$ cat config.mk
export PLATFORM = sky130hd
export DESIGN_NAME = mem_access_stage
export DESIGN_NICKNAME = d
export VERILOG_FILES = /design/src/rtl/mem_stage_pkg.sv /design/src/rtl/mem_lane_align.sv /design/src/rtl/mem_access_stage.sv
export SDC_FILE = /design/constraint.sdc
export NUM_CORES = 1
export LEC_CHECK = 0
export BUFFER_PORTS_ARGS = -buffer_cell sky130_fd_sc_hd__buf_2
export CORE_MARGIN = 2
export CORE_UTILIZATION = 43
export CTS_CLUSTER_SIZE = 8
export DETAILED_ROUTE_END_ITERATION = 6
export PLACE_DENSITY = 0.71
export SLEW_MARGIN = 15
export SYNTH_ARGS = -nofsm -noshare
export SYNTH_HDL_FRONTEND = slang
export SYNTH_SLANG_ARGS = --single-unit
$ cat constraint.sdc
create_clock -name Clk -period 2.5 [get_ports Clk]
set_input_delay 0.5 -clock Clk [delete_from_list [all_inputs] [get_ports Clk]]
set_output_delay 0.5 -clock Clk [all_outputs]
set_load 0.01 [all_outputs]
$ cat src/rtl/mem_stage_pkg.sv
// Shared types and helpers for the memory-access stage: FSM encoding, access-size codes
// and the byte-enable generator.
package mem_stage_pkg;

    typedef enum logic [1:0] {
        ST_IDLE   = 2'd0,
        ST_ACCESS = 2'd1,
        ST_DONE   = 2'd2
    } state_e;

    localparam logic [1:0] SZ_BYTE = 2'b00;
    localparam logic [1:0] SZ_HALF = 2'b01;
    localparam logic [1:0] SZ_WORD = 2'b10;
    localparam logic [1:0] SZ_RSVD = 2'b11;

    // Loads always fetch the whole word; stores enable only the addressed lanes.
    function automatic logic [3:0] byte_enable(input logic we, input logic [1:0] size,
                                               input logic [1:0] addr_lo);
        logic [3:0] be_v;
        be_v = 4'b0000;
        if (!we) begin
            be_v = 4'b1111;
        end else begin
            case (size)
                SZ_BYTE: be_v = 4'b0001 << addr_lo;
                SZ_HALF: be_v = addr_lo[1] ? 4'b1100 : 4'b0011;
                SZ_WORD: be_v = 4'b1111;
                default: be_v = 4'b0000;
            endcase
        end
        return be_v;
    endfunction

endpackage

$ cat src/rtl/mem_lane_align.sv
// Combinational lane logic: store byte-enable/data steering, load lane select with
// sign/zero extension, and misalignment detection.
module mem_lane_align
    import mem_stage_pkg::*;
(
    input  logic [1:0]  addr_lo,
    input  logic [1:0]  size,
    input  logic        is_unsigned,
    input  logic        we,
    input  logic [31:0] st_data,
    input  logic [31:0] rd_data,
    output logic [3:0]  be,
    output logic [31:0] wdata,
    output logic [31:0] ld_data,
    output logic        misalign
);

    logic [7:0]  byte_s;
    logic [15:0] half_s;

    // Store steering and alignment check.
    always_comb begin
        be       = byte_enable(we, size, addr_lo);
        wdata    = 32'h0000_0000;
        misalign = 1'b0;
        case (size)
            SZ_BYTE: begin
                wdata    = {4{st_data[7:0]}};
                misalign = 1'b0;
            end
            SZ_HALF: begin
                wdata    = {2{st_data[15:0]}};
                misalign = addr_lo[0];
            end
            SZ_WORD: begin
                wdata    = st_data;
                misalign = (addr_lo != 2'b00);
            end
            default: begin
                wdata    = 32'h0000_0000;
                misalign = 1'b1;
            end
        endcase
    end

    // Load lane select followed by extension.
    always_comb begin
        byte_s  = 8'h00;
        half_s  = 16'h0000;
        ld_data = 32'h0000_0000;
        case (addr_lo)
            2'b00:   byte_s = rd_data[7:0];
            2'b01:   byte_s = rd_data[15:8];
            2'b10:   byte_s = rd_data[23:16];
            2'b11:   byte_s = rd_data[31:24];
            default: byte_s = 8'h00;
        endcase
        if (addr_lo[1]) begin
            half_s = rd_data[31:16];
        end else begin
            half_s = rd_data[15:0];
        end
        case (size)
            SZ_BYTE: ld_data = is_unsigned ? {24'h00_0000, byte_s} : {{24{byte_s[7]}}, byte_s};
            SZ_HALF: ld_data = is_unsigned ? {16'h0000, half_s} : {{16{half_s[15]}}, half_s};
            SZ_WORD: ld_data = rd_data;
            default: ld_data = 32'h0000_0000;
        endcase
    end

endmodule

$ cat src/rtl/mem_access_stage.sv
// Memory-access stage: one load/store per Start over a req/ack data-memory port, with
// alignment check, ack timeout and a registered load result for write-back.
module mem_access_stage
    import mem_stage_pkg::*;
#(
    parameter int TIMEOUT_CYC = 16
) (
    input  logic        Clk,
    input  logic        Reset_n,
    input  logic        Start,
    input  logic [31:0] ALU_out,
    input  logic [31:0] RF_B,
    input  logic        Mem_WrEn,
    input  logic [1:0]  Mem_Size,
    input  logic        Mem_Unsigned,
    output logic        DM_Req,
    output logic        DM_We,
    output logic [31:0] DM_Addr,
    output logic [3:0]  DM_Be,
    output logic [31:0] DM_Wdata,
    input  logic        DM_Ack,
    input  logic [31:0] DM_Rdata,
    output logic [31:0] MEM_DataOut,
    output logic        Busy,
    output logic        Done,
    output logic        Err_Align,
    output logic        Err_Timeout
);

    localparam int CNT_W = (TIMEOUT_CYC > 1) ? $clog2(TIMEOUT_CYC) : 1;
    localparam bit TO_EN = (TIMEOUT_CYC != 0);
    localparam logic [CNT_W-1:0] CNT_LAST = (TIMEOUT_CYC > 0) ? CNT_W'(TIMEOUT_CYC - 1) : '0;
    localparam logic [CNT_W-1:0] CNT_ONE  = CNT_W'(1);

    state_e            state_r, state_nx_s;
    logic [CNT_W-1:0]  cnt_r, cnt_nx_s;
    logic [1:0]        lo_r, lo_nx_s;
    logic [1:0]        size_r, size_nx_s;
    logic              uns_r, uns_nx_s;
    logic              req_r, req_nx_s;
    logic              we_r, we_nx_s;
    logic [31:0]       addr_r, addr_nx_s;
    logic [3:0]        be_r, be_nx_s;
    logic [31:0]       wdata_r, wdata_nx_s;
    logic [31:0]       data_r, data_nx_s;
    logic              busy_r, done_r, err_align_r, err_to_r;
    logic              err_align_nx_s, err_to_nx_s;

    logic              idle_s;
    logic [1:0]        sel_lo_s, sel_size_s;
    logic              sel_uns_s, sel_we_s;
    logic [3:0]        be_s;
    logic [31:0]       wdata_s, ld_data_s;
    logic              misalign_s;

    // The lane logic sees live inputs while idle and the latched access otherwise.
    always_comb begin
        idle_s     = (state_r == ST_IDLE);
        sel_lo_s   = idle_s ? ALU_out[1:0] : lo_r;
        sel_size_s = idle_s ? Mem_Size     : size_r;
        sel_uns_s  = idle_s ? Mem_Unsigned : uns_r;
        sel_we_s   = idle_s ? Mem_WrEn     : we_r;
    end

    mem_lane_align u_lane (
        .addr_lo     (sel_lo_s),
        .size        (sel_size_s),
        .is_unsigned (sel_uns_s),
        .we          (sel_we_s),
        .st_data     (RF_B),
        .rd_data     (DM_Rdata),
        .be          (be_s),
        .wdata       (wdata_s),
        .ld_data     (ld_data_s),
        .misalign    (misalign_s)
    );

    // Next-state and next-output computation.
    always_comb begin
        state_nx_s     = state_r;
        cnt_nx_s       = cnt_r;
        lo_nx_s        = lo_r;
        size_nx_s      = size_r;
        uns_nx_s       = uns_r;
        req_nx_s       = req_r;
        we_nx_s        = we_r;
        addr_nx_s      = addr_r;
        be_nx_s        = be_r;
        wdata_nx_s     = wdata_r;
        data_nx_s      = data_r;
        err_align_nx_s = 1'b0;
        err_to_nx_s    = 1'b0;
        case (state_r)
            ST_IDLE: begin
                if (Start && misalign_s) begin
                    state_nx_s     = ST_DONE;
                    err_align_nx_s = 1'b1;
                end else if (Start) begin
                    state_nx_s = ST_ACCESS;
                    req_nx_s   = 1'b1;
                    we_nx_s    = Mem_WrEn;
                    addr_nx_s  = {ALU_out[31:2], 2'b00};
                    be_nx_s    = be_s;
                    wdata_nx_s = wdata_s;
                    lo_nx_s    = ALU_out[1:0];
                    size_nx_s  = Mem_Size;
                    uns_nx_s   = Mem_Unsigned;
                    cnt_nx_s   = '0;
                end else begin
                    state_nx_s = ST_IDLE;
                end
            end
            ST_ACCESS: begin
                if (DM_Ack) begin
                    state_nx_s = ST_DONE;
                    req_nx_s   = 1'b0;
                    if (!we_r) begin
                        data_nx_s = ld_data_s;
                    end else begin
                        data_nx_s = data_r;
                    end
                end else if (TO_EN && (cnt_r == CNT_LAST)) begin
                    state_nx_s  = ST_DONE;
                    req_nx_s    = 1'b0;
                    err_to_nx_s = 1'b1;
                end else begin
                    cnt_nx_s = cnt_r + CNT_ONE;
                end
            end
            ST_DONE: begin
                state_nx_s = ST_IDLE;
            end
            default: begin
                state_nx_s = ST_IDLE;
                req_nx_s   = 1'b0;
            end
        endcase
    end

    // State, latches and all output registers.
    always_ff @(posedge Clk or negedge Reset_n) begin
        if (!Reset_n) begin
            state_r     <= ST_IDLE;
            cnt_r       <= '0;
            lo_r        <= 2'b00;
            size_r      <= 2'b00;
            uns_r       <= 1'b0;
            req_r       <= 1'b0;
            we_r        <= 1'b0;
            addr_r      <= 32'h0000_0000;
            be_r        <= 4'b0000;
            wdata_r     <= 32'h0000_0000;
            data_r      <= 32'h0000_0000;
            busy_r      <= 1'b0;
            done_r      <= 1'b0;
            err_align_r <= 1'b0;
            err_to_r    <= 1'b0;
        end else begin
            state_r     <= state_nx_s;
            cnt_r       <= cnt_nx_s;
            lo_r        <= lo_nx_s;
            size_r      <= size_nx_s;
            uns_r       <= uns_nx_s;
            req_r       <= req_nx_s;
            we_r        <= we_nx_s;
            addr_r      <= addr_nx_s;
            be_r        <= be_nx_s;
            wdata_r     <= wdata_nx_s;
            data_r      <= data_nx_s;
            busy_r      <= (state_nx_s != ST_IDLE);
            done_r      <= (state_nx_s == ST_DONE);
            err_align_r <= err_align_nx_s;
            err_to_r    <= err_to_nx_s;
        end
    end

    assign DM_Req      = req_r;
    assign DM_We       = we_r;
    assign DM_Addr     = addr_r;
    assign DM_Be       = be_r;
    assign DM_Wdata    = wdata_r;
    assign MEM_DataOut = data_r;
    assign Busy        = busy_r;
    assign Done        = done_r;
    assign Err_Align   = err_align_r;
    assign Err_Timeout = err_to_r;

endmodule

# [Yosys cells after proc, flatten, opt, wreduce, memory -nomap -nowiden]
# Index checks and enable logic that the tools add are counted.
[classes] muxes=34 bitwise=3 addsub=1 n_shift=1 n_eq_ne=14 n_reduce_logical=11
[ops] cell="$pmux 32 s3" count=2
[ops] cell="$mux 32" count=2
[ops] cell="$pmux 8 s4" count=1
[ops] cell="$mux 4" count=6
[ops] cell="$mux 16" count=1
[ops] cell="$mux 1" count=12
[ops] cell="$pmux 4 s3" count=1
[ops] cell="$eq 2x2->1 const B" count=5
[ops] cell="$mux 2" count=5
[ops] cell="$ne 2x2->1 const B" count=4
[ops] cell="$pmux 4 s2" count=1
[ops] cell="$eq 2x1->1 const B" count=3
[ops] cell="$logic_not 2->1" count=3
[ops] cell="$pmux 1 s3" count=2
[ops] cell="$reduce_and 3->1" count=2
[ops] cell="$reduce_bool 2->1" count=3
[ops] cell="$reduce_and 5->1" count=1
[ops] cell="$add 4x1->4 const B" count=1
[ops] cell="$eq 4x4->1 const B" count=1
[ops] cell="$pmux 2 s2" count=1
[ops] cell="$reduce_and 4->1" count=1
[ops] cell="$shl 1x2->4 const A" count=1
[ops] cell="$ne 3x3->1 const B" count=1
[ops] cell="$not 1->1" count=3
[ops] cell="$logic_and 1x1->1" count=1
[word_totals] regBits=115 wordCells=79 inputBits=104

# [Longest topological paths before layout]
[depth] word_depth=8 depth_mapped=8 ltp_nobuf=6

# [Hierarchy]
# From an unflattened synthesis, not the netlist that was laid out.
[unflattened] cells_unflattened=617 hier_area_um2=5683.0
[modules_own_cells] module="mem_access_stage" cells_each=429 seq_area_each_um2=2877.8 instances=1 area_each_um2=4520.6
[modules_own_cells] module="mem_lane_align" cells_each=188 seq_area_each_um2=0.0 instances=1 area_each_um2=1162.4

# [Worst setup path after synthesis]
# OpenSTA, ideal clock, no wires.
[synth_path] path_kind="register to register" start="register state_r[0]" end="register addr_r[10] (netlist: DM_Addr[10])" path_stages_with_launch=9 required_time_ns=2.375 t_arrival_ns=1.954 path_slack_ns=0.421 path_buffers=3 cell_sequence="dfrtp_1 buf_2 o21a_4 nor2_4 a21oi_4 o22ai_4 buf_6 buf_12 mux2_4"
[synth_via] elab_chain_cells=7 elab_cells_between_ends=11
[synth_rtl] item="start: declaration" line="mem_access_stage.sv:35" rtl="state_e state_r, state_nx_s;"
[synth_rtl] item="start signal: assignment" line="mem_access_stage.sv:159" rtl="state_r <= state_nx_s;"
[synth_rtl] item="$logic_not 2->1 *" line="mem_access_stage.sv:58, mem_access_stage.sv:93"
[synth_rtl] item="$mux 2, on equally long branches" line="mem_access_stage.sv:60, mem_access_stage.sv:59"
[synth_rtl] item="$eq 2x2->1, or another cell as far along" line="mem_lane_align.sv:26" rtl="case (size)"
[synth_rtl] item="$pmux 1 s3" line="mem_lane_align.sv:26"
[synth_rtl] item="$logic_and 1x1->1" line="mem_access_stage.sv:95" rtl="if (Start && misalign_s) begin"
[synth_rtl] item="$not 1->1 (no line)"
[synth_rtl] item="$reduce_and 3->1 (no line) *"
[synth_rtl] item="end signal: assignment" line="mem_access_stage.sv:166" rtl="addr_r <= addr_nx_s;"
[synth_rtl] item="end: declaration" line="mem_access_stage.sv:42" rtl="logic [31:0] addr_r, addr_nx_s;"
# Mark *: on every way between the ends. The rest lies on a longest branch, timed or not.
# A chain may end at the register's enable or synchronous reset.

# [Worst setup path in the final report]
[layout_path] start="register state_r[0]" end="register data_r[28] (netlist: MEM_DataOut[28])"
[layout_via] elab_chain_cells=6 elab_cells_between_ends=18
[layout_rtl] item="$logic_not 2->1" line="mem_access_stage.sv:58" rtl="idle_s = (state_r == ST_IDLE);"
[layout_rtl] item="$mux 2" line="mem_access_stage.sv:59" rtl="sel_lo_s = idle_s ? ALU_out[1:0] : lo_r;"
[layout_rtl] item="$eq 2x2->1, or another cell as far along" line="mem_lane_align.sv:51" rtl="case (addr_lo)"
[layout_rtl] item="$pmux 8 s4" line="mem_lane_align.sv:51"
[layout_rtl] item="$mux 32" line="mem_lane_align.sv:64" rtl="SZ_BYTE: ld_data = is_unsigned ? {24'h00_0000, byte_s} : {{24{byte_s[7]}}, byte_s};"
[layout_rtl] item="$pmux 32 s3" line="mem_lane_align.sv:63" rtl="case (size)"
[layout_rtl] item="end signal: assignment" line="mem_access_stage.sv:169" rtl="data_r <= data_nx_s;"
[layout_rtl] item="end: declaration" line="mem_access_stage.sv:45" rtl="logic [31:0] data_r, data_nx_s;"
# Parallel ways exist; a longest one is shown, timed or not.

==> flow_metrics.py <==
metrics = {
    "setup_path": {
        "crit_path_start_kind": "flop",
        "critPathMaxStageDelay_ps": 520,
        "cp.required_ps": 2770,
        "critical_path.max_fanout": 9,
        "crit_chain": "buf_4 > or3b_2 > nand3_1 > a211oi_2 > o311ai_4 > buf_4 > nand3_1",
        "crit_path_end_kind": "flop",
        "cp.arrival_ps": 2680,
        "crit_slowest_cell": "o311ai_4",
        "crit_type": "flop to flop",
    },
    "floorplan": {
        "die_height_um": 119,
        "dieArea_um2": 14300,
        "dieWidth_um": 119,
        "core_um2": 13100,
        "ioPinCount": 210,
        "rows": 42,
        "initial_core_util": 0.436,
    },
    "synthesis": {
        "ys_ff_latch": 115,
        "synth-async-reset-ratio": 1.00,
        "ys_seq_area_frac": 0.502,
        "ys.flop_type": "dfrtp_1",
        "postSynthAreaPerCell_um2": 12.4,
        "netlist_area_um2": 5730,
        "synth_cells": 462,
        "ys_types": 56,
        "synth_edf_count": 0,
        "yosysWarnings": 0,
    },
    "grt": {
        "track_usage": 0.218,
        "grt_max_degree": 58,
        "grt_pass1_wl_um": 24400,
        "overflow": 0,
        "grt_pass1_vias": 4649,
        "grt_antenna_before_repair": 0,
    },
    "route": {
        "routed-via-count": 4625,
        "drc": 0,
        "drtIter0Drc": 319,
        "ant_nets": 0,
        "viasPerCell": 5.35,
        "drt_pre_antenna_iters": 5,
        "routedWlPerCell_um": 17.7,
        "wl_um": 15300,
    },
    "timing": {
        "timing.final.crit_share": 0.961,
        "clock_skew_ps": 8.73,
        "fmax_mhz": 416,
        "rsz0062_at_grt": "no",
        "max_slew_margin": 0.492,
        "worstMarginPinSlew_ps": 762,
        "min_period_ps": 2400,
        "slew_violations": 0,
        "setup-tns-final_ps": 0,
        "finalSetupViolations": 0,
        "final_hold_viol_count": 0,
    },
    "power_and_ir_drop": {
        "p_per_area_nw_per_um2": 1370,
        "ir_drop_mv": 0.577,
        "p_leak_nw": 3.72,
    },
    "final_layout": {
        "syn_to_final_growth_pct": 30.4,
        "final_cell_mix": "206 x buf_2, 115 x dfrtp_1, 44 x mux2_4",
        "drive_gt1_frac": 0.503,
        "nets": 782,
        "final_common_cell": "buf_2",
        "final-instance-count-excl-fill": 864,
        "fillers": 1126,
        "n_antenna_cell": 0,
    },
    "clocking": {
        "cts_tree": "built",
        "cts-hold-fix-buffers": 0,
        "cts_max_level": 4,
        "clk_path_buf_depth": 2,
        "cts_buffers": 17,
        "clock_sinks": 115,
        "clock-root-buffer": "clkbuf_16",
        "clkSlewWorstSetupHoldPaths_ps": 50,
        "clock_latency_ps": 410,
    },
    "placement": {
        "numPortBuffers": 207,
        "dpl.cell_count": 834,
        "dp_hpwl_um": 11300,
        "gp_congestion": 0.904,
    },
    "status": {
        "status": "complete, no violations",
    },
    "flow_run": {
        "maxCapViolCount": 0,
    },
    "min_path": {
        "min_path_type": "primary input to asynchronous set/reset pin",
    },
}
## cells in the mapped netlist (2+ instances only)
cell       count  area share
mux2_2        31       0.061
xor2_1         2      0.0031
mux2i_4        2      0.0079
a22o_1        16       0.024
nor2_1         9      0.0059
nor2_4         2      0.0039
clkbuf_1       9      0.0059
a211oi_2       2      0.0044
nor2b_1        8      0.0087
mux2i_1       18       0.031
nand4_1        2      0.0022
nand2_1       35       0.023
o21ai_0       19       0.017
o311ai_0       6      0.0092
nand2b_1       2      0.0022
buf_2          8      0.0070
a2bb2oi_1      7       0.011
or2_2          2      0.0022
a21o_1         2      0.0026
inv_1          9      0.0059
buf_6          3      0.0059
o22ai_1        2      0.0022
buf_4          5      0.0066
a31oi_1       11       0.012
mux2_4        44        0.12
a21oi_1       18       0.016
nor3b_2        2      0.0044
dfrtp_1      115        0.50
buf_12         3       0.010
nand3_1       31       0.027
o211ai_1      10       0.013
nor4b_1        3      0.0046
## cell families (layout without fill, tap and decap cells)
logic type	Yosys count	count (layout)	share of synthesized area
and+or+nand+nor	106	106	0.0965
other	1	2	0.000654
adders and majority gates	1	1	0.00218
muxes	95	95	0.215
AOI/OAI and AO/OA	104	104	0.136
xor gates and xnor gates	2	2	0.00306
DFF	115	115	0.502
buffers and inverters	38	263	0.0443
## flip-flops by register name, indices dropped and copies added, names as in the netlist, 2 cells and up
| register | flops |
|---|---|
| lo_r | 2 |
| DM_Addr | 30 |
| DM_Be | 4 |
| cnt_r | 4 |
| DM_Wdata | 32 |
| state_r | 2 |
| size_r | 2 |
| MEM_DataOut | 32 |
## layout make-up
type,count,area [um2],share of cell area
Inverter,9,33.8,0.00452
Multi-Input combinational cell,310,2620,0.350
Clock buffer,23,458,0.0613
Tap cell,176,220,0.0295
Sequential cell,115,2880,0.385
Timing Repair Buffer,224,1200,0.161
Clock inverter,7,60.1,0.00804
## per-stage QoR
step | utilization | instance area (um2) | hold WS, ps | total power, W | setup WS [ps]
2_1_floorplan | - | 5730 | 204 | 0.00654 | 421
3_3_place_gp | 0.529 | 6950 | 462 | 0.00794 | 210
4_1_cts | 0.568 | 7470 | 107 | 0.0103 | 116
5_1_grt | 0.569 | 7470 | 124 | 0.0108 | 11.3
3_5_place_dp | 0.529 | 6950 | 484 | 0.00809 | 123
6_report | 0.569 | 7470 | 98.9 | 0.0102 | 97.5
## final timing paths
check | startpoint | slack, ps | to | depth (start not counted)
max in group asynchronous | Reset_n | 1690 | DM_Be[1] | 2
min in group Clk | ALU_out[5] | 330 | DM_Addr[5] | 2
worst max-delay path | state_r[0] | 100 | MEM_DataOut[28] | 7
worst max register to register | state_r[0] | 100 | MEM_DataOut[28] | 7
worst min-delay path | Reset_n | 100 | DM_Addr[13] | 1
worst min register to register | MEM_DataOut[24] | 490 | MEM_DataOut[24] | 2
## metal layers
metal / vias up / share of wire / GRT usage
met5: - / 0 / 0
li1: 2128 / - / -
met2: 189 / 0.49 / 0.348
met4: 0 / 0.019 / 0.0757
met1: 2282 / 0.42 / 0.279
met3: 26 / 0.067 / 0.0699
## critical path: cells and delay by family (launching register included)
family | cells | cell delay [ps]
AND/OR/NAND/NOR | 3 | 730
AO/OA/AOI/OAI | 2 | 630
flip-flops | 1 | 470
buffers and inverters | 2 | 460
## power breakdown
group	internal (W)	switching, W
registers	0.00271	0.000531
clock network	0.00137	0.000779
logic	0.00241	0.00241
## repair_timing
action                     CTS  global route
buffers inserted             0             0
setup endpoints to repair    0            20
gates resized for setup      0             1
Note: power is estimated with default switching activity, not from simulation.
